==> src/rtl/mem_ctrl_pkg.sv <==
// rtl/mem_ctrl_pkg.sv - size encodings, FSM states and IO window constant shared by mem_ctrl
package mem_ctrl_pkg;

  localparam logic [1:0] SZ_BYTE = 2'd0;
  localparam logic [1:0] SZ_HALF = 2'd1;
  localparam logic [1:0] SZ_WORD = 2'd2;

  // Writes into this address window go to the UART and honour io_buffer_full.
  localparam logic [1:0] IO_ADDR_SEL = 2'b11;
  localparam int         IO_ADDR_LSB = 16;

  typedef enum logic [1:0] {
    IDLE  = 2'd0,
    READ  = 2'd1,
    WRITE = 2'd2
  } state_t;

  function automatic logic [2:0] xfer_len(input logic [1:0] size);
    case (size)
      SZ_BYTE: return 3'd1;
      SZ_HALF: return 3'd2;
      default: return 3'd4;
    endcase
  endfunction

  function automatic logic [31:0] extend_rdata(input logic [31:0] raw, input logic [1:0] size,
                                               input logic sgn);
    case (size)
      SZ_BYTE: return sgn ? {{24{raw[7]}}, raw[7:0]} : {24'd0, raw[7:0]};
      SZ_HALF: return sgn ? {{16{raw[15]}}, raw[15:0]} : {16'd0, raw[15:0]};
      default: return raw;
    endcase
  endfunction

endpackage

==> src/rtl/mem_ctrl_arb.sv <==
// rtl/mem_ctrl_arb.sv - mem_arb channel arbiter; round-robin with MEM_CTRL_RR_EN, fixed priority otherwise
module mem_arb #(
  parameter int NUM_CH = 2,
  parameter int IW     = (NUM_CH > 1) ? $clog2(NUM_CH) : 1
) (
  input  logic              clk,
  input  logic              rst,
  input  logic              advance,
  input  logic [NUM_CH-1:0] req,
  output logic [NUM_CH-1:0] gnt,
  output logic [IW-1:0]     gnt_idx,
  output logic              gnt_any
);

  int best;

`ifdef MEM_CTRL_RR_EN
  logic [IW-1:0] ptr;
  int            best_rank;
  int            rank;

  // Rank each channel by its distance from the pointer; the closest requester wins.
  always_comb begin
    best      = 0;
    best_rank = NUM_CH;
    rank      = 0;
    for (int i = 0; i < NUM_CH; i++) begin
      rank = (i >= int'(ptr)) ? i - int'(ptr) : i + NUM_CH - int'(ptr);
      if (req[i] && rank < best_rank) begin
        best_rank = rank;
        best      = i;
      end
    end
  end

  always_ff @(posedge clk) begin
    if (!rst)
      ptr <= '0;
    else if (advance && gnt_any)
      ptr <= (gnt_idx == IW'(NUM_CH - 1)) ? '0 : gnt_idx + IW'(1);
  end
`else
  logic unused_arb;
  assign unused_arb = ^{clk, rst, advance};

  always_comb begin
    best = 0;
    for (int i = NUM_CH - 1; i >= 0; i--)
      if (req[i]) best = i;
  end
`endif

  always_comb begin
    gnt_any = |req;
    gnt_idx = IW'(best);
    gnt     = '0;
    for (int i = 0; i < NUM_CH; i++)
      gnt[i] = gnt_any && (best == i);
  end

endmodule

==> src/rtl/mem_ctrl.sv <==
// rtl/mem_ctrl.sv - byte-serial multi-channel memory controller; MEM_CTRL_RR_EN selects round-robin arbitration
module mem_ctrl
  import mem_ctrl_pkg::*;
#(
  parameter int NUM_CH = 2,
  parameter int ADDR_W = 32
) (
  input  logic                     clk,
  input  logic                     rst,
  input  logic                     rdy_in,
  input  logic [NUM_CH-1:0]        req_valid,
  input  logic [NUM_CH-1:0]        req_we,
  input  logic [2*NUM_CH-1:0]      req_size,
  input  logic [NUM_CH-1:0]        req_signed,
  input  logic [ADDR_W*NUM_CH-1:0] req_addr,
  input  logic [32*NUM_CH-1:0]     req_wdata,
  input  logic [NUM_CH-1:0]        flush,
  output logic [NUM_CH-1:0]        resp_valid,
  output logic [31:0]              resp_rdata,
  input  logic [7:0]               mem_din,
  output logic [7:0]               mem_dout,
  output logic [ADDR_W-1:0]        mem_a,
  output logic                     mem_wr,
  input  logic                     io_buffer_full
);

  localparam int IW = (NUM_CH > 1) ? $clog2(NUM_CH) : 1;

  state_t              state, state_nxt;
  logic [NUM_CH-1:0]   req_mask, gnt;
  logic [IW-1:0]       gnt_idx, ch_q;
  logic                gnt_any;
  logic                sel_we, sel_signed;
  logic [1:0]          sel_size, size_q;
  logic [ADDR_W-1:0]   sel_addr;
  logic [31:0]         sel_wdata, wdata_q, rbuf, rd_word;
  logic                signed_q;
  logic [2:0]          len_q, cnt_q;
  logic [1:0]          cap_idx, nxt_idx;
  logic                flush_hit, io_block, last_rd, last_wr;

  // A channel receiving its response this cycle may not be re-granted immediately.
  assign req_mask = req_valid & ~resp_valid;

  mem_arb #(.NUM_CH(NUM_CH), .IW(IW)) u_arb (
    .clk     (clk),
    .rst     (rst),
    .advance (rdy_in && (state == IDLE)),
    .req     (req_mask),
    .gnt     (gnt),
    .gnt_idx (gnt_idx),
    .gnt_any (gnt_any)
  );

  always_comb begin
    sel_we     = 1'b0;
    sel_signed = 1'b0;
    sel_size   = SZ_BYTE;
    sel_addr   = '0;
    sel_wdata  = '0;
    for (int i = 0; i < NUM_CH; i++) begin
      if (gnt[i]) begin
        sel_we     = req_we[i];
        sel_signed = req_signed[i];
        sel_size   = req_size[2*i +: 2];
        sel_addr   = req_addr[i*ADDR_W +: ADDR_W];
        sel_wdata  = req_wdata[32*i +: 32];
      end
    end
  end

  assign flush_hit = (state == READ) && flush[ch_q];
  assign io_block  = (state == WRITE) && io_buffer_full &&
                     (mem_a[IO_ADDR_LSB +: 2] == IO_ADDR_SEL);
  assign last_rd   = (cnt_q == len_q);
  assign last_wr   = (cnt_q == len_q - 3'd1);
  assign cap_idx   = 2'(cnt_q - 3'd1);
  assign nxt_idx   = 2'(cnt_q + 3'd1);

  // Byte returned this cycle belongs to the address issued one cycle earlier.
  always_comb begin
    rd_word = rbuf;
    rd_word[{cap_idx, 3'b000} +: 8] = mem_din;
  end

  always_ff @(posedge clk) begin
    if (!rst)
      state <= IDLE;
    else
      state <= state_nxt;
  end

  always_comb begin
    state_nxt = state;
    if (rdy_in) begin
      case (state)
        IDLE:    if (gnt_any) state_nxt = sel_we ? WRITE : READ;
        READ:    if (flush_hit || last_rd) state_nxt = IDLE;
        WRITE:   if (!io_block && last_wr) state_nxt = IDLE;
        default: state_nxt = IDLE;
      endcase
    end
  end

  always_comb begin
    mem_wr = rdy_in && (state == WRITE) && !io_block;
  end

  always_ff @(posedge clk) begin
    if (!rst) begin
      mem_a      <= '0;
      mem_dout   <= '0;
      resp_valid <= '0;
      resp_rdata <= '0;
      cnt_q      <= '0;
      len_q      <= 3'd1;
      ch_q       <= '0;
      size_q     <= SZ_BYTE;
      signed_q   <= 1'b0;
      wdata_q    <= '0;
      rbuf       <= '0;
    end else if (rdy_in) begin
      resp_valid <= '0;
      case (state)
        IDLE: if (gnt_any) begin
          ch_q     <= gnt_idx;
          size_q   <= sel_size;
          signed_q <= sel_signed;
          wdata_q  <= sel_wdata;
          len_q    <= xfer_len(sel_size);
          cnt_q    <= '0;
          mem_a    <= sel_addr;
          mem_dout <= sel_wdata[7:0];
        end
        READ: if (!flush_hit) begin
          if (cnt_q != 3'd0) rbuf[{cap_idx, 3'b000} +: 8] <= mem_din;
          if (last_rd) begin
            resp_valid[ch_q] <= 1'b1;
            resp_rdata       <= extend_rdata(rd_word, size_q, signed_q);
          end else begin
            cnt_q <= cnt_q + 3'd1;
            if (cnt_q + 3'd1 < len_q) mem_a <= mem_a + ADDR_W'(1);
          end
        end
        WRITE: if (!io_block) begin
          if (last_wr) begin
            resp_valid[ch_q] <= 1'b1;
          end else begin
            cnt_q    <= cnt_q + 3'd1;
            mem_a    <= mem_a + ADDR_W'(1);
            mem_dout <= wdata_q[{nxt_idx, 3'b000} +: 8];
          end
        end
        default: ;
      endcase
    end
  end

endmodule

==> config.mk <==
export PLATFORM = sky130hd
export DESIGN_NAME = mem_ctrl
export DESIGN_NICKNAME = d
export VERILOG_FILES = /design/src/rtl/mem_ctrl_pkg.sv /design/src/rtl/mem_ctrl_arb.sv /design/src/rtl/mem_ctrl.sv
export SDC_FILE = /design/constraint.sdc
export NUM_CORES = 1
export LEC_CHECK = 0
export CAP_MARGIN = 40
export CORE_MARGIN = 2
export CORE_UTILIZATION = 52
export CTS_CLUSTER_SIZE = 14
export DETAILED_ROUTE_END_ITERATION = 8
export PLACE_DENSITY = 0.89
export SKIP_LAST_GASP = 1
export SYNTH_ARGS = -nofsm -noshare
export SYNTH_HDL_FRONTEND = slang
export SYNTH_SLANG_ARGS = --single-unit
==> constraint.sdc <==
create_clock -name clk -period 3.9 [get_ports clk]
set_input_delay 0.78 -clock clk [delete_from_list [all_inputs] [get_ports clk]]
set_output_delay 0.78 -clock clk [all_outputs]
set_load 0.03 [all_outputs]
## Yosys cells after proc, flatten, opt, wreduce, memory -nomap -nowiden

Index checks and enable logic that the tools add are counted.

| cells by class | value |
|---|---|
| shifts and indexed selects | 3 |
| divide/modulo/power cells | 0 |
| bitwise logic cells | 3 |
| magnitude comparators | 3 |
| multiply operators | 0 |
| reductions and logical operators | 26 |
| add/sub/neg operators | 5 |
| multiplexer cells | 48 |
| eq/ne operators | 16 |

Operator list:

| kind | number |
|---|---|
| 32-bit two-way mux | 12 |
| 32-bit one-hot mux with 3 select lines | 1 |
| 32-bit one-hot mux with 2 select lines | 1 |
| 32-bit by 1-bit adder with 32-bit output (second input constant) | 1 |
| 32-bit bitwise mux | 1 |
| 32-bit zero test | 1 |
| 8-bit by 7-bit variable shift with 32-bit output (first input constant) | 1 |
| 32-bit by 6-bit variable part select with 8-bit output | 1 |
| 8-bit by 7-bit variable part select with 32-bit output | 1 |
| 8-bit two-way mux | 3 |
| 2-bit two-way mux | 10 |
| 8-bit one-hot mux with 2 select lines | 1 |
| 3-bit two-way mux | 5 |
| 4-bit AND reduction | 3 |
| 2-bit != test (second input constant) | 5 |
| 1-bit logical AND | 9 |
| 1-bit two-way mux | 9 |
| 3-bit one-hot mux with 3 select lines | 1 |
| 8-bit AND reduction | 1 |
| 5-bit negation with 7-bit output | 1 |
| 7-bit AND reduction | 1 |
| 2-bit by 1-bit == test with 1-bit output (second input constant) | 3 |
| 3-bit == test | 2 |
| 2-bit zero test | 3 |
| other kinds (23) | 27 |

| storage, ports and cells | value |
|---|---|
| bits in registers | 150 |
| memories kept | 0 |
| bits in latches | 0 |
| word-level logic and storage cells | 116 |
| RAM bits | 0 |
| output and inout port bits | 75 |
| ROM bits | 0 |
| bits of input ports | 152 |

## Depth between registers and ports, before layout

Gate-level depths: netlist of run 1.

| depth | value |
|---|---|
| depth after elaboration | 11 |
| depth in mapped cells | 10 |
| depth with buffers taken out | 8 |

## Modules after synthesis

Synthesis of run 1 repeated with hierarchy kept, for this count alone.

| second synthesis, totals | value |
|---|---|
| cells, all modules | 949 |
| area total of the unflattened synthesis | 7805.0 µm² |

Modules (own cells, without submodules):

| module | area an instance (µm²) | sequential area each (µm²) | times used | cells each |
|---|---|---|---|---|
| mem_ctrl | 7781.2 | 3002.9 | 1 | 945 |
| mem_arb | 23.8 | 0.0 | 1 | 4 |

## Worst setup path after synthesis of run 1

OpenSTA, ideal clock, no wires.

| timing | value |
|---|---|
| path type | input port to flip-flop |
| from | input port req_valid[0] |
| to | register mem_a[23] |
| arrival | 2479 ps |
| library setup time | 116 ps |
| stages | 8 |
| setup slack | 1305 ps |
| cells stage by stage | nor2b_1 -> clkbuf_1 -> o311ai_1 -> or4_1 -> clkbuf_1 -> buf_6 -> o311a_1 -> a31o_1 |

| on the way | value |
|---|---|
| longest elaborated chain between the ends | 8 |
| elaborated cells on any way between the ends | 13 |

Ends and longest elaborated chain:

| element | RTL line | RTL |
|---|---|---|
| start: declaration | mem_ctrl.sv:11 | `input logic [NUM_CH-1:0] req_valid,` |
| 2-bit bitwise AND (*) | mem_ctrl.sv:43 | `assign req_mask = req_valid & ~resp_valid;` |
| 1-bit two-way mux | mem_ctrl_arb.sv:49 | `if (req[i]) best = i;` |
| 32-bit zero test | mem_ctrl_arb.sv:58 | `gnt[i] = gnt_any && (best == i);` |
| 1-bit logical AND | mem_ctrl_arb.sv:58 |  |
| 32-bit two-way mux (2 in series) | mem_ctrl.sv:62 | `if (gnt[i]) begin` |
| 32-bit two-way mux | mem_ctrl.sv:125 | `IDLE: if (gnt_any) begin` |
| 32-bit one-hot mux with 3 select lines | mem_ctrl.sv:124 | `case (state)` |
| end signal: assignment | mem_ctrl.sv:132 | `mem_a <= sel_addr;` |
| end signal: assignment | mem_ctrl.sv:142 | `if (cnt_q + 3'd1 < len_q) mem_a <= mem_a + ADDR_W'(1);` |
| end signal: assignment | mem_ctrl.sv:150 | `mem_a <= mem_a + ADDR_W'(1);` |
| end: declaration | mem_ctrl.sv:22 | `output logic [ADDR_W-1:0] mem_a,` |

Every way passes the cells marked *; elsewhere a longest branch is shown, timed or not. The select of a mux whose other input is x is not followed.
A chain may end at the register's enable or synchronous reset.

## Worst setup path in the final report of run 1

| timing | value |
|---|---|
| from | register state[0] |
| to | output port mem_wr |

| on the way | value |
|---|---|
| longest elaborated chain between the ends | 5 |
| elaborated cells on any way between the ends | 6 |

Ends and longest elaborated chain:

| element | RTL line | RTL |
|---|---|---|
| start: declaration | mem_ctrl.sv:29 | `state_t state, state_nxt;` |
| start signal: assignment | mem_ctrl.sv:90 | `state <= state_nxt;` |
| 2-bit == test (*) | mem_ctrl.sv:73, mem_ctrl.sv:106 |  |
| 1-bit logical AND (2 in series) | mem_ctrl.sv:73 | `assign io_block = (state == WRITE) && io_buffer_full &&` |
| 1-bit zero test | n/a |  |
| 1-bit logical AND (*) | mem_ctrl.sv:106 | `mem_wr = rdy_in && (state == WRITE) && !io_block;` |
| end: declaration | mem_ctrl.sv:23 | `output logic mem_wr,` |

Every way passes the cells marked *; elsewhere a longest branch is shown, timed or not.

==> tab_implementation.tex, run 1 <==
\begin{tabular}{lr}
\hline
Metric & Value \\
\hline
\multicolumn{2}{l}{\textbf{Status}} \\
Run status & complete, no violations \\
\multicolumn{2}{l}{\textbf{Drt}} \\
Uppermost signal routing layer after detailed routing & met4 \\
WL met1 & 10400 µm \\
Number of iterations in the first detailed-routing pass & 5 \\
Remaining DRCs & 0 \\
Vias per Instance & 6.42 \\
Total length of routed met2 wires & 11800 µm \\
Number of vias in the routed layout & 8380 \\
Number of nets with antenna violations after detailed routing & 0 \\
DR WL met3 & 2300 µm \\
Final WL & 25100 µm \\
Violation count after the first detailed-route iteration & 933 \\
Average detailed-routed wire length per instance & 19.2 µm \\
\multicolumn{2}{l}{\textbf{Synthesis}} \\
Top cells by area in the synthesized netlist & dfxtp\_1 38\%, a221oi\_1 5.8\%, nor2\_1 4.8\% \\
Synth Area per Inst & 8.47 µm² \\
Post-synth net total & 1091 \\
Combined area of all synthesized cells & 7830 µm² \\
Number of distinct library cell variants in the gate-level netlist after synthesis & 63 \\
Leading cell types by count after synthesis & 150 x dfxtp\_1, 100 x nor2\_1, 78 x clkbuf\_1 \\
Top flip-flop cell by instance count after synthesis & dfxtp\_1 \\
Post-synth ARST share & 0 \\
Count of mapped cells out of synthesis & 925 \\
Top-count cell post-synth & dfxtp\_1 \\
Largest area contributor in the synthesized netlist & dfxtp\_1 \\
Yosys warning total & 0 \\
Area share of the largest cell type after synthesis & 0.383 \\
Number of synthesized flops with an enable pin & 0 \\
\#FFs+latches synth & 150 \\
Fraction of the yosys area taken by sequential cells & 0.383 \\
\multicolumn{2}{l}{\textbf{Finish}} \\
Sequential standard cell area & 3000 µm² \\
End-of-flow core utilization & 0.743 \\
Ratio of cells with drive above 1 in the final layout & 0.0901 \\
Net count, final & 1274 \\
Final std cell area, no fill & 10900 µm² \\
Layout area overhead & 39.0\% \\
Footprint of the multi-input gates & 4410 µm² \\
Number of fill cells & 1044 \\
Number of inserted diodes & 0 \\
\multicolumn{2}{l}{\textbf{Worst setup path}} \\
CP Data Required Time & 3120 ps \\
Path length in cells of the critical path & 5 \\
Critical path fanouts, max & 21 \\
Beginning of the critical path & state[0] \\
Register-to-register setup slack & 670 ps \\
Worst Path Buf+Inv & 2 \\
Slowest cell on the critical path & ha\_1 \\
Endpoint kind of the worst setup timing path & output pin \\
Data arrival time of the critical path & 2640 ps \\
Slowest cell delay on critical path & 740 ps \\
Endpoint of the most critical register-to-register path & mem\_a[12] \\
Type of element launching the critical path & flip-flop \\
Critical path class & reg2out \\
Worst r2r src & state[0] \\
FF-to-FF path depth & 8 \\
Largest delay share family, worst path & adder cells \\
CP Cell Sequence & inv\_1 -> ha\_1 -> nand4\_1 -> and3\_1 -> clkdlybuf4s50\_1 \\
\multicolumn{2}{l}{\textbf{Place}} \\
GPL Wtd Cong & 0.883 \\
Worst setup slack after placement & 419 ps \\
I/O Buffers & 226 \\
HPWL reported at the end of detailed placement & 17000 µm \\
Total cell area at the placement stage & 10200 µm² \\
\multicolumn{2}{l}{\textbf{Power}} \\
Part of the power in combinational logic & 0.235 \\
Reg power frac & 0.376 \\
Switch Pwr & 0.00132 W \\
P\_int & 0.00330 W \\
Relative contribution of the clock network to total power & 0.390 \\
Power Dens Cells & 425 nW/µm² \\
Switching share of total power & 0.285 \\
Worst-case vdd ir drop & 0.386 mV \\
Static leakage & 3.81 nW \\
\multicolumn{2}{l}{\textbf{Floorplanning}} \\
Ports placed on the boundary & 227 \\
Starting density of the core & 0.535 \\
Full die area & 16100 µm² \\
Vertical extent of the die & 127 µm \\
Die width & 127 µm \\
Row Count & 44 \\
Core area & 14600 µm² \\
\multicolumn{2}{l}{\textbf{Global routing}} \\
All-layer global routing usage & 0.310 \\
Wire length of the first global-routing pass & 40200 µm \\
Initial antenna violation count & 0 \\
Number of global-route vias before repair & 7922 \\
Maximum number of pins on one net before global-route repair & 76 \\
Total overflow reported by the global router & 0 \\
\multicolumn{2}{l}{\textbf{Worst hold path}} \\
Worst Hold Launch & mem\_dout[1] \\
Class of the tightest hold or removal check & reg2reg \\
Hold worst-path end & mem\_dout[1] \\
Worst hold path cell count & 2 \\
\multicolumn{2}{l}{\textbf{STA}} \\
Worst max-slew margin expressed relative to the limit & 0.393 \\
Layout Skew & 10.4 ps \\
Number of failing setup endpoints in the final timing report & 0 \\
Number of hold violations in the final report & 0 \\
Shortest clock period the worst path allows after layout & 3420 ps \\
Total negative setup slack & 0 ps \\
Slack of the critical path & 477 ps \\
Number of pins with negative max-slew slack in the final report & 0 \\
Post-route clock period utilization & 0.878 \\
Tightest Pin Transition & 909 ps \\
RSZ-0062 raised after global routing & false \\
Maximum clock rate & 292 MHz \\
\multicolumn{2}{l}{\textbf{Clock tree}} \\
Clock buffer count from CTS & 17 \\
Deepest clock path buffer count & 2 \\
Maximum level of the CTS H-tree & 4 \\
CTS root buf & clkbuf\_16 \\
Post-CTS Hold Fix Bufs & 0 \\
Post-CTS resize count & 0 \\
\# clock sinks & 150 \\
CTS clock-pin slew for the worst setup and hold paths & 60 ps \\
Post-CTS setup buffers & 0 \\
Clock network latency to the later pin of the worst-skew pair & 430 ps \\
CTS tree & built \\
\multicolumn{2}{l}{\textbf{Job}} \\
\# Max-Cap Violations & 0 \\
\hline
\end{tabular}
[power by group through the flow]
| stage | Combinational (W) | Clock [W] | Sequential [W] |
|---|---|---|---|
| finish | 0.00108 | 0.00180 | 0.00174 |
| global route | 0.00116 | 0.00188 | 0.00175 |
| CTS | 0.00107 | 0.00181 | 0.00173 |
| detailed placement | 0.00106 | 0 | 0.00176 |
| global placement | 0.00104 | 0 | 0.00176 |
| floorplan | 0.000540 | 0 | 0.00184 |
[routing by layer]
layer / GRT usage / vias up
met3: 0.0789 / 51
met1: 0.401 / 3945
met5: 0 / -
met2: 0.506 / 474
met4: 0.114 / 0
li1: - / 3910
[area by class of cell]
cell class / instances / share of cell area
multi-input combinational: 655 / 0.405
clock buffer: 25 / 0.0474
inverter: 34 / 0.0117
tap: 184 / 0.0212
timing repair buffer: 250 / 0.226
sequential: 150 / 0.276
clock inverter: 7 / 0.0128
[how the worst max path moves through the flow]
| stage | to | slack (ps) |
|---|---|---|
| finish | mem_wr | 480 |
| global route | mem_wr | 390 |
| CTS | mem_wr | 480 |
| detailed placement | mem_a[2] | 420 |
| global placement | mem_a[2] | 470 |
| floorplan | mem_a[23] | 1310 |
[flip-flops by register name, indices dropped and copies added (netlist names)]
signal and flops:
mem_a 32, rbuf 32, resp_rdata 32, wdata_q 32
mem_dout 8, cnt_q 3, len_q 3, resp_valid 2
size_q 2, state 2, ch_q 1, signed_q 1
[worst min-delay path, cell delays in order (launching register included)]
cell and delay, ps:
dfxtp_1 310, nand2b_1 60, a21oi_1 50
[layout by cell type (no fill, tap or decap), types with 6 or more instances in the layout]
cell type / count
clkdlybuf4s50_1: 225
dfxtp_1: 150
nor2_1: 98
nor3_1: 54
nand2_1: 54
a221oi_1: 52
a21oi_1: 43
inv_1: 33
o21ai_0: 31
a211oi_1: 27
o221a_2: 24
buf_4: 22
nand2b_1: 21
mux2i_1: 20
nand3_1: 20
o22ai_1: 20
a31oi_1: 20
a22oi_1: 17
clkbuf_16: 17
ha_1: 13
nand4_1: 11
and3_1: 11
a221o_1: 10
a41oi_1: 9
and2_1: 8
mux4_2: 8
a32oi_1: 7
clkbuf_8: 6
[cells by family after synthesis]
group                    count (synthesis)  share of synthesized area
AO/OA/AOI/OAI                          304                      0.294
AND/OR/NAND/NOR                        303                      0.184
flip-flops                             150                      0.383
buffers and inverters                  120                     0.0588
multiplexers                            29                     0.0500
adder cells (fa/ha/maj)                 14                     0.0224
XOR/XNOR                                 5                    0.00751
[through the flow]
stage | std cells | total power, W | hold slack (ps)
final | 1305 | 0.00462 | 468
after global routing | 1305 | 0.00479 | 499
after CTS | 1305 | 0.00461 | 470
after detailed placement | 1273 | 0.00283 | 460
after global placement | 1272 | 0.00280 | 458
after floorplan | 925 | 0.00238 | 460
(Power assumes the default switching activity.)
==> run 2: changes to the inputs <==
HOLD_SLACK_MARGIN = 0.1   (was default)
clock period = 4.1 ns   (was 3.9 ns; I/O delays follow)
==> run 2 against run 1 <==
- via count fell by 0.85%
- total power fell by 12%
- sequential share of layout area rose by 0.38 points
- critical path depth did not move
- clock power fell by 22%
- final area fell by 1.4%
- flip-flop and latch count did not move
- cell count fell by 0.23%
- wire length fell by 1.2%
- core utilization fell by 1.0 points
- clock-buffer cell count fell by 3
==> tab_implementation.tex, run 2 (synthesized netlist as in run 1, its figures left out) <==
\begin{tabular}{lr}
\hline
Metric & Value \\
\hline
\multicolumn{2}{l}{\textbf{Status}} \\
Run status & complete, no violations \\
\multicolumn{2}{l}{\textbf{Drt}} \\
Vias per Instance & 6.38 (-0.62\%) \\
Number of iterations in the first detailed-routing pass & 6 (+1) \\
Final WL & 24800 µm (-1.2\%) \\
Number of vias in the routed layout & 8309 (-0.85\%) \\
Number of nets with antenna violations after detailed routing & 0 (unchanged) \\
Average detailed-routed wire length per instance & 19.0 µm (-0.98\%) \\
Remaining DRCs & 0 (unchanged) \\
Violation count after the first detailed-route iteration & 957 (+2.6\%) \\
\multicolumn{2}{l}{\textbf{Clock tree}} \\
Post-CTS resize count & 0 (unchanged) \\
CTS clock-pin slew for the worst setup and hold paths & 60 ps (about the same) \\
Deepest clock path buffer count & 2 (unchanged) \\
Post-CTS setup buffers & 0 (unchanged) \\
Post-CTS Hold Fix Bufs & 0 (unchanged) \\
CTS tree & built \\
\# clock sinks & 150 (unchanged) \\
Clock network latency to the later pin of the worst-skew pair & 430 ps (about the same) \\
Clock buffer count from CTS & 17 (unchanged) \\
CTS root buf & clkbuf\_16 \\
Maximum level of the CTS H-tree & 4 (unchanged) \\
\multicolumn{2}{l}{\textbf{Job}} \\
\# Max-Cap Violations & 0 (unchanged) \\
\multicolumn{2}{l}{\textbf{Worst setup path}} \\
Worst r2r src & cnt\_q[0] \\
FF-to-FF path depth & 8 (unchanged) \\
Register-to-register setup slack & 750 ps (+80 ps) \\
CP Data Required Time & 3280 ps (+160 ps) \\
Endpoint kind of the worst setup timing path & output pin \\
Type of element launching the critical path & flip-flop \\
Critical path class & reg2out \\
Endpoint of the most critical register-to-register path & mem\_a[9] \\
Data arrival time of the critical path & 2640 ps (about the same) \\
Critical path fanouts, max & 21 (unchanged) \\
\multicolumn{2}{l}{\textbf{Floorplanning}} \\
Die width & 127 µm (unchanged) \\
Core area & 14600 µm² (unchanged) \\
Row Count & 44 (unchanged) \\
Starting density of the core & 0.535 (unchanged) \\
Ports placed on the boundary & 227 (unchanged) \\
Vertical extent of the die & 127 µm (unchanged) \\
Full die area & 16100 µm² (unchanged) \\
\multicolumn{2}{l}{\textbf{Finish}} \\
Leading cell types in the layout, fill and taps excluded & 225 x clkdlybuf4s50\_1, 150 x dfxtp\_1, 98 x nor2\_1, 54 x nor3\_1, 54 x nand2\_1 \\
Layout area overhead & 37.1\% \\
Ratio of cells with drive above 1 in the final layout & 0.0877 (-0.00244) \\
Most frequent standard cell in the layout excluding fill and tap cells & clkdlybuf4s50\_1 \\
Number of fill cells & 1081 (+3.5\%) \\
Final std cell area, no fill & 10700 µm² (-1.4\%) \\
Number of inserted diodes & 0 (unchanged) \\
Net count, final & 1273 (-0.078\%) \\
\multicolumn{2}{l}{\textbf{STA}} \\
Worst max-slew margin expressed relative to the limit & 0.405 (+0.0118) \\
Total negative setup slack & 0 ps (unchanged) \\
Number of pins with negative max-slew slack in the final report & 0 (unchanged) \\
Post-route clock period utilization & 0.844 \\
Tightest Pin Transition & 893 ps (-16.4 ps) \\
Number of hold violations in the final report & 0 (unchanged) \\
Layout Skew & 6.66 ps (-3.71 ps) \\
Number of failing setup endpoints in the final timing report & 0 (unchanged) \\
RSZ-0062 raised after global routing & false \\
Shortest clock period the worst path allows after layout & 3460 ps \\
Maximum clock rate & 289 MHz \\
\multicolumn{2}{l}{\textbf{Worst hold path}} \\
Worst hold path cell count & 2 (unchanged) \\
Worst Hold Launch & mem\_dout[4] \\
Class of the tightest hold or removal check & reg2reg \\
Hold worst-path end & mem\_dout[4] \\
\multicolumn{2}{l}{\textbf{Place}} \\
I/O Buffers & 226 (unchanged) \\
Total cell area at the placement stage & 10200 µm² (-0.20\%) \\
GPL Wtd Cong & 0.885 (+0.19\%) \\
HPWL reported at the end of detailed placement & 17100 µm (+0.78\%) \\
\multicolumn{2}{l}{\textbf{Global routing}} \\
All-layer global routing usage & 0.303 (-0.00781) \\
Initial antenna violation count & 0 (unchanged) \\
Wire length of the first global-routing pass & 39600 µm (-1.5\%) \\
Total overflow reported by the global router & 0 (unchanged) \\
Number of global-route vias before repair & 7853 (-0.87\%) \\
Busiest grt layer & met2 \\
Global routing usage on met3 & 0.0620 (-0.0169) \\
Met2 track demand over resource & 0.498 (-0.00763) \\
Maximum number of pins on one net before global-route repair & 76 (unchanged) \\
M1 GR Usage & 0.397 (-0.00314) \\
\multicolumn{2}{l}{\textbf{Power}} \\
Worst-case vdd ir drop & 0.333 mV (-14\%) \\
Static leakage & 3.73 nW (-2.1\%) \\
Power Dens Cells & 380 nW/µm² (-10\%) \\
\hline
\end{tabular}
-- run 2: through the flow --
step | hold WS [ps] | setup WS, ps | instances | utilization | power (W)
CTS | 477 | 660 | 1302 | 0.733 | 0.00407
finish | 471 | 639 | 1302 | 0.733 | 0.00408
floorplan | 460 | 1470 | 925 | - | 0.00226
detailed placement | 466 | 576 | 1272 | 0.697 | 0.00268
global route | 503 | 523 | 1302 | 0.733 | 0.00423
global placement | 458 | 599 | 1271 | 0.696 | 0.00266
-- run 2: layout make-up --
| class | instances | area (µm²) | share of cell area |
|---|---|---|---|
| well taps | 184 | 230 | 0.0215 |
| multi-input cells | 655 | 4410 | 0.411 |
| clock buffers | 22 | 474 | 0.0442 |
| flip-flops and latches | 150 | 3000 | 0.280 |
| repair buffers | 249 | 2440 | 0.227 |
| clock inverters | 8 | 51.3 | 0.00478 |
| inverters | 34 | 128 | 0.0119 |
-- run 2: report_power, final --
part,switching [W],leakage (nW),internal [W]
sequential,0.000101,1.22,0.00155
combinational,0.000547,2.25,0.000469
clock,0.000598,0.254,0.000811
-- run 2: worst max-delay path by stage --
stage,startpoint,end,slack [ps],cells past startpoint
2_1_floorplan,req_valid[0],mem_a[23],1470,8
3_3_place_gp,req_valid[0],mem_a[12],600,7
3_5_place_dp,req_valid[1],mem_a[10],580,7
4_1_cts,state[0],mem_wr,660,5
5_1_grt,state[0],mem_wr,520,5
6_report,state[0],mem_wr,640,5
-- run 2: worst max-delay path, cell delays in order (launching register included) --
cell and delay (ps):
dfxtp_1 340, inv_1 90, ha_1 740, nand4_1 220, and3_1 230, clkdlybuf4s50_1 580
-- run 2: routing by layer --
| layer | up-vias | part of all wire |
|---|---|---|
| met1 | 3905 | 0.42 |
| met3 | 57 | 0.079 |
| met5 | - | 0 |
| li1 | 3904 | - |
| met4 | 0 | 0.029 |
| met2 | 443 | 0.47 |
==> run 3: changes to the inputs <==
CORE_UTILIZATION = 48   (was 52)
PLACE_DENSITY = 0.84   (was 0.89)
clock period = 3.3 ns   (was 4.1 ns; I/O delays follow)
==> run 3 against run 2 <==
- cell count rose by 3.6%
- clock-buffer cell count rose by 3
- non-clock buffer count rose by 13
- via count rose by 0.36%
- critical path depth did not move
- critical path type unchanged
- die area rose by 8.1%
- critical endpoint unchanged
- sequential power rose by 24%
- register-to-register slack got worse by 220 ps
==> tab_implementation.tex, run 3 (synthesized netlist as in run 1, its figures left out) <==
\begin{tabular}{lr}
\hline
Metric & Value \\
\hline
\multicolumn{2}{l}{\textbf{Status}} \\
Run status & complete, no violations \\
\multicolumn{2}{l}{\textbf{Power}} \\
Static leakage & 3.83 nW (+2.8\%) \\
Power Dens Cells & 482 nW/µm² (+27\%) \\
Worst-case vdd ir drop & 0.430 mV (+29\%) \\
\multicolumn{2}{l}{\textbf{Place}} \\
HPWL reported at the end of detailed placement & 17700 µm (+3.0\%) \\
GPL Wtd Cong & 0.857 (-3.1\%) \\
Total cell area at the placement stage & 10400 µm² (+1.7\%) \\
I/O Buffers & 226 (unchanged) \\
\multicolumn{2}{l}{\textbf{Drt}} \\
Average detailed-routed wire length per instance & 18.6 µm (-2.1\%) \\
Remaining DRCs & 0 (unchanged) \\
Vias per Instance & 6.18 (-3.1\%) \\
Violation count after the first detailed-route iteration & 875 (-8.6\%) \\
Number of iterations in the first detailed-routing pass & 5 (-1) \\
Number of vias in the routed layout & 8339 (+0.36\%) \\
Number of nets with antenna violations after detailed routing & 0 (unchanged) \\
Final WL & 25100 µm (+1.4\%) \\
\multicolumn{2}{l}{\textbf{Finish}} \\
Layout area overhead & 40.0\% \\
Leading cell types in the layout, fill and taps excluded & 225 x clkdlybuf4s50\_1, 150 x dfxtp\_1, 98 x nor2\_1, 54 x nor3\_1, 54 x nand2\_1 \\
Ratio of cells with drive above 1 in the final layout & 0.0980 (+0.0103) \\
Net count, final & 1286 (+1.0\%) \\
Most frequent standard cell in the layout excluding fill and tap cells & clkdlybuf4s50\_1 \\
Final std cell area, no fill & 11000 µm² (+2.2\%) \\
Number of inserted diodes & 0 (unchanged) \\
\multicolumn{2}{l}{\textbf{Worst hold path}} \\
Worst hold path cell count & 2 (unchanged) \\
Worst Hold Launch & mem\_dout[7] \\
Hold worst-path end & mem\_dout[7] \\
Class of the tightest hold or removal check & reg2reg \\
\multicolumn{2}{l}{\textbf{Global routing}} \\
All-layer global routing usage & 0.286 (-0.0169) \\
Wire length of the first global-routing pass & 40600 µm (+2.6\%) \\
Met2 track demand over resource & 0.450 (-0.0480) \\
Maximum number of pins on one net before global-route repair & 64 (-16\%) \\
Global routing usage on met3 & 0.0604 (-0.00164) \\
Initial antenna violation count & 0 (unchanged) \\
Number of global-route vias before repair & 7779 (-0.94\%) \\
Busiest grt layer & met2 \\
Total overflow reported by the global router & 0 (unchanged) \\
M1 GR Usage & 0.389 (-0.00841) \\
\multicolumn{2}{l}{\textbf{STA}} \\
Post-route clock period utilization & 0.870 \\
Number of failing setup endpoints in the final timing report & 0 (unchanged) \\
Worst max-slew margin expressed relative to the limit & 0.527 (+0.122) \\
Maximum clock rate & 348 MHz \\
Tightest Pin Transition & 703 ps (-190 ps) \\
Total negative setup slack & 0 ps (unchanged) \\
Layout Skew & 5.54 ps (-1.13 ps) \\
Number of pins with negative max-slew slack in the final report & 0 (unchanged) \\
RSZ-0062 raised after global routing & false \\
Number of hold violations in the final report & 0 (unchanged) \\
Shortest clock period the worst path allows after layout & 2870 ps \\
\multicolumn{2}{l}{\textbf{Clock tree}} \\
Post-CTS resize count & 0 (unchanged) \\
CTS tree & built \\
Clock buffer count from CTS & 17 (unchanged) \\
Post-CTS setup buffers & 0 (unchanged) \\
CTS clock-pin slew for the worst setup and hold paths & 60 ps (about the same) \\
Deepest clock path buffer count & 2 (unchanged) \\
Maximum level of the CTS H-tree & 4 (unchanged) \\
\# clock sinks & 150 (unchanged) \\
Clock network latency to the later pin of the worst-skew pair & 420 ps (about the same) \\
Post-CTS Hold Fix Bufs & 0 (unchanged) \\
CTS root buf & clkbuf\_16 \\
\multicolumn{2}{l}{\textbf{Worst setup path}} \\
FF-to-FF path depth & 9 (+1) \\
Critical path class & reg2out \\
Endpoint kind of the worst setup timing path & output pin \\
Beginning of the critical path & state[0] \\
Endpoint of the most critical register-to-register path & mem\_a[27] \\
Critical path fanouts, max & 19 (-9.5\%) \\
Register-to-register setup slack & 530 ps (-220 ps) \\
Slowest cell on the critical path & clkdlybuf4s50\_1 \\
Data arrival time of the critical path & 2210 ps (-430 ps) \\
CP Data Required Time & 2640 ps (-640 ps) \\
Worst r2r src & cnt\_q[1] \\
Slowest cell delay on critical path & 660 ps (-80 ps) \\
Type of element launching the critical path & flip-flop \\
CP Cell Sequence & inv\_1 -> ha\_1 -> buf\_4 -> and3\_1 -> clkdlybuf4s50\_1 \\
\multicolumn{2}{l}{\textbf{Floorplanning}} \\
Die width & 132 µm (+4.0\%) \\
Ports placed on the boundary & 227 (unchanged) \\
Vertical extent of the die & 132 µm (+4.0\%) \\
Starting density of the core & 0.491 (-0.0436) \\
Row Count & 46 (+4.5\%) \\
Full die area & 17400 µm² (+8.1\%) \\
Core area & 15900 µm² (+8.9\%) \\
\multicolumn{2}{l}{\textbf{Job}} \\
\# Max-Cap Violations & 0 (unchanged) \\
\hline
\end{tabular}
run 3: cell count changes in the layout (fill, tap and decap cells not counted):
cell	previous run	this run
buf_4	22	33
bufinv_16	0	2
clkbuf_1	2	4
clkinv_2	4	2
buf_12	0	1
buf_16	0	1
clkbuf_8	3	4
clkinv_4	0	1
clkinvlp_4	3	2
inv_6	1	0
run 3: report_power, final:
group / switching [W] / internal, W
Sequential: 0.000113 / 0.00193
Combinational: 0.000700 / 0.000603
Clock: 0.000747 / 0.00119
run 3: how the worst max path moves through the flow:
stage / endpoint / slack (ps) / cells after the start
floorplan: mem_a[0] / 710 / 10
global placement: mem_a[27] / 290 / 6
detailed placement: mem_a[0] / 250 / 8
CTS: mem_wr / 420 / 5
global route: mem_wr / 350 / 5
finish: mem_wr / 430 / 5
run 3: cell type report:
| class | instances | area (µm²) |
|---|---|---|
| timing repair buffer | 262 | 2570 |
| clock buffer | 25 | 495 |
| multi-input combinational | 655 | 4410 |
| sequential | 150 | 3000 |
| tap | 216 | 270 |
| inverter | 34 | 128 |
| fill | 1295 | 4980 |
| clock inverter | 7 | 93.8 |
run 3: critical path, delay by kind of cell (launching register included):
family / cells / cell delay [ps]
and+or+nand+nor: 1 / 200
buffers and inverters: 3 / 1030
DFF: 1 / 340
adders and majority gates: 1 / 210
run 3: per-layer routing:
layer  routed length (µm)  share of wire
met1                11000           0.44
met3                 1780          0.071
met4                  620          0.025
met5                    0              0
met2                11700           0.47
run 3: through the flow:
step	total power, W	std cells	worst slack, ps	hold WS [ps]	utilization
3_5_place_dp	0.00336	1317	246	462	0.651
5_1_grt	0.00548	1349	349	491	0.688
6_report	0.00529	1349	429	469	0.688
4_1_cts	0.00528	1349	422	469	0.688
3_3_place_gp	0.00333	1315	293	453	0.648
2_1_floorplan	0.00281	925	709	460	-
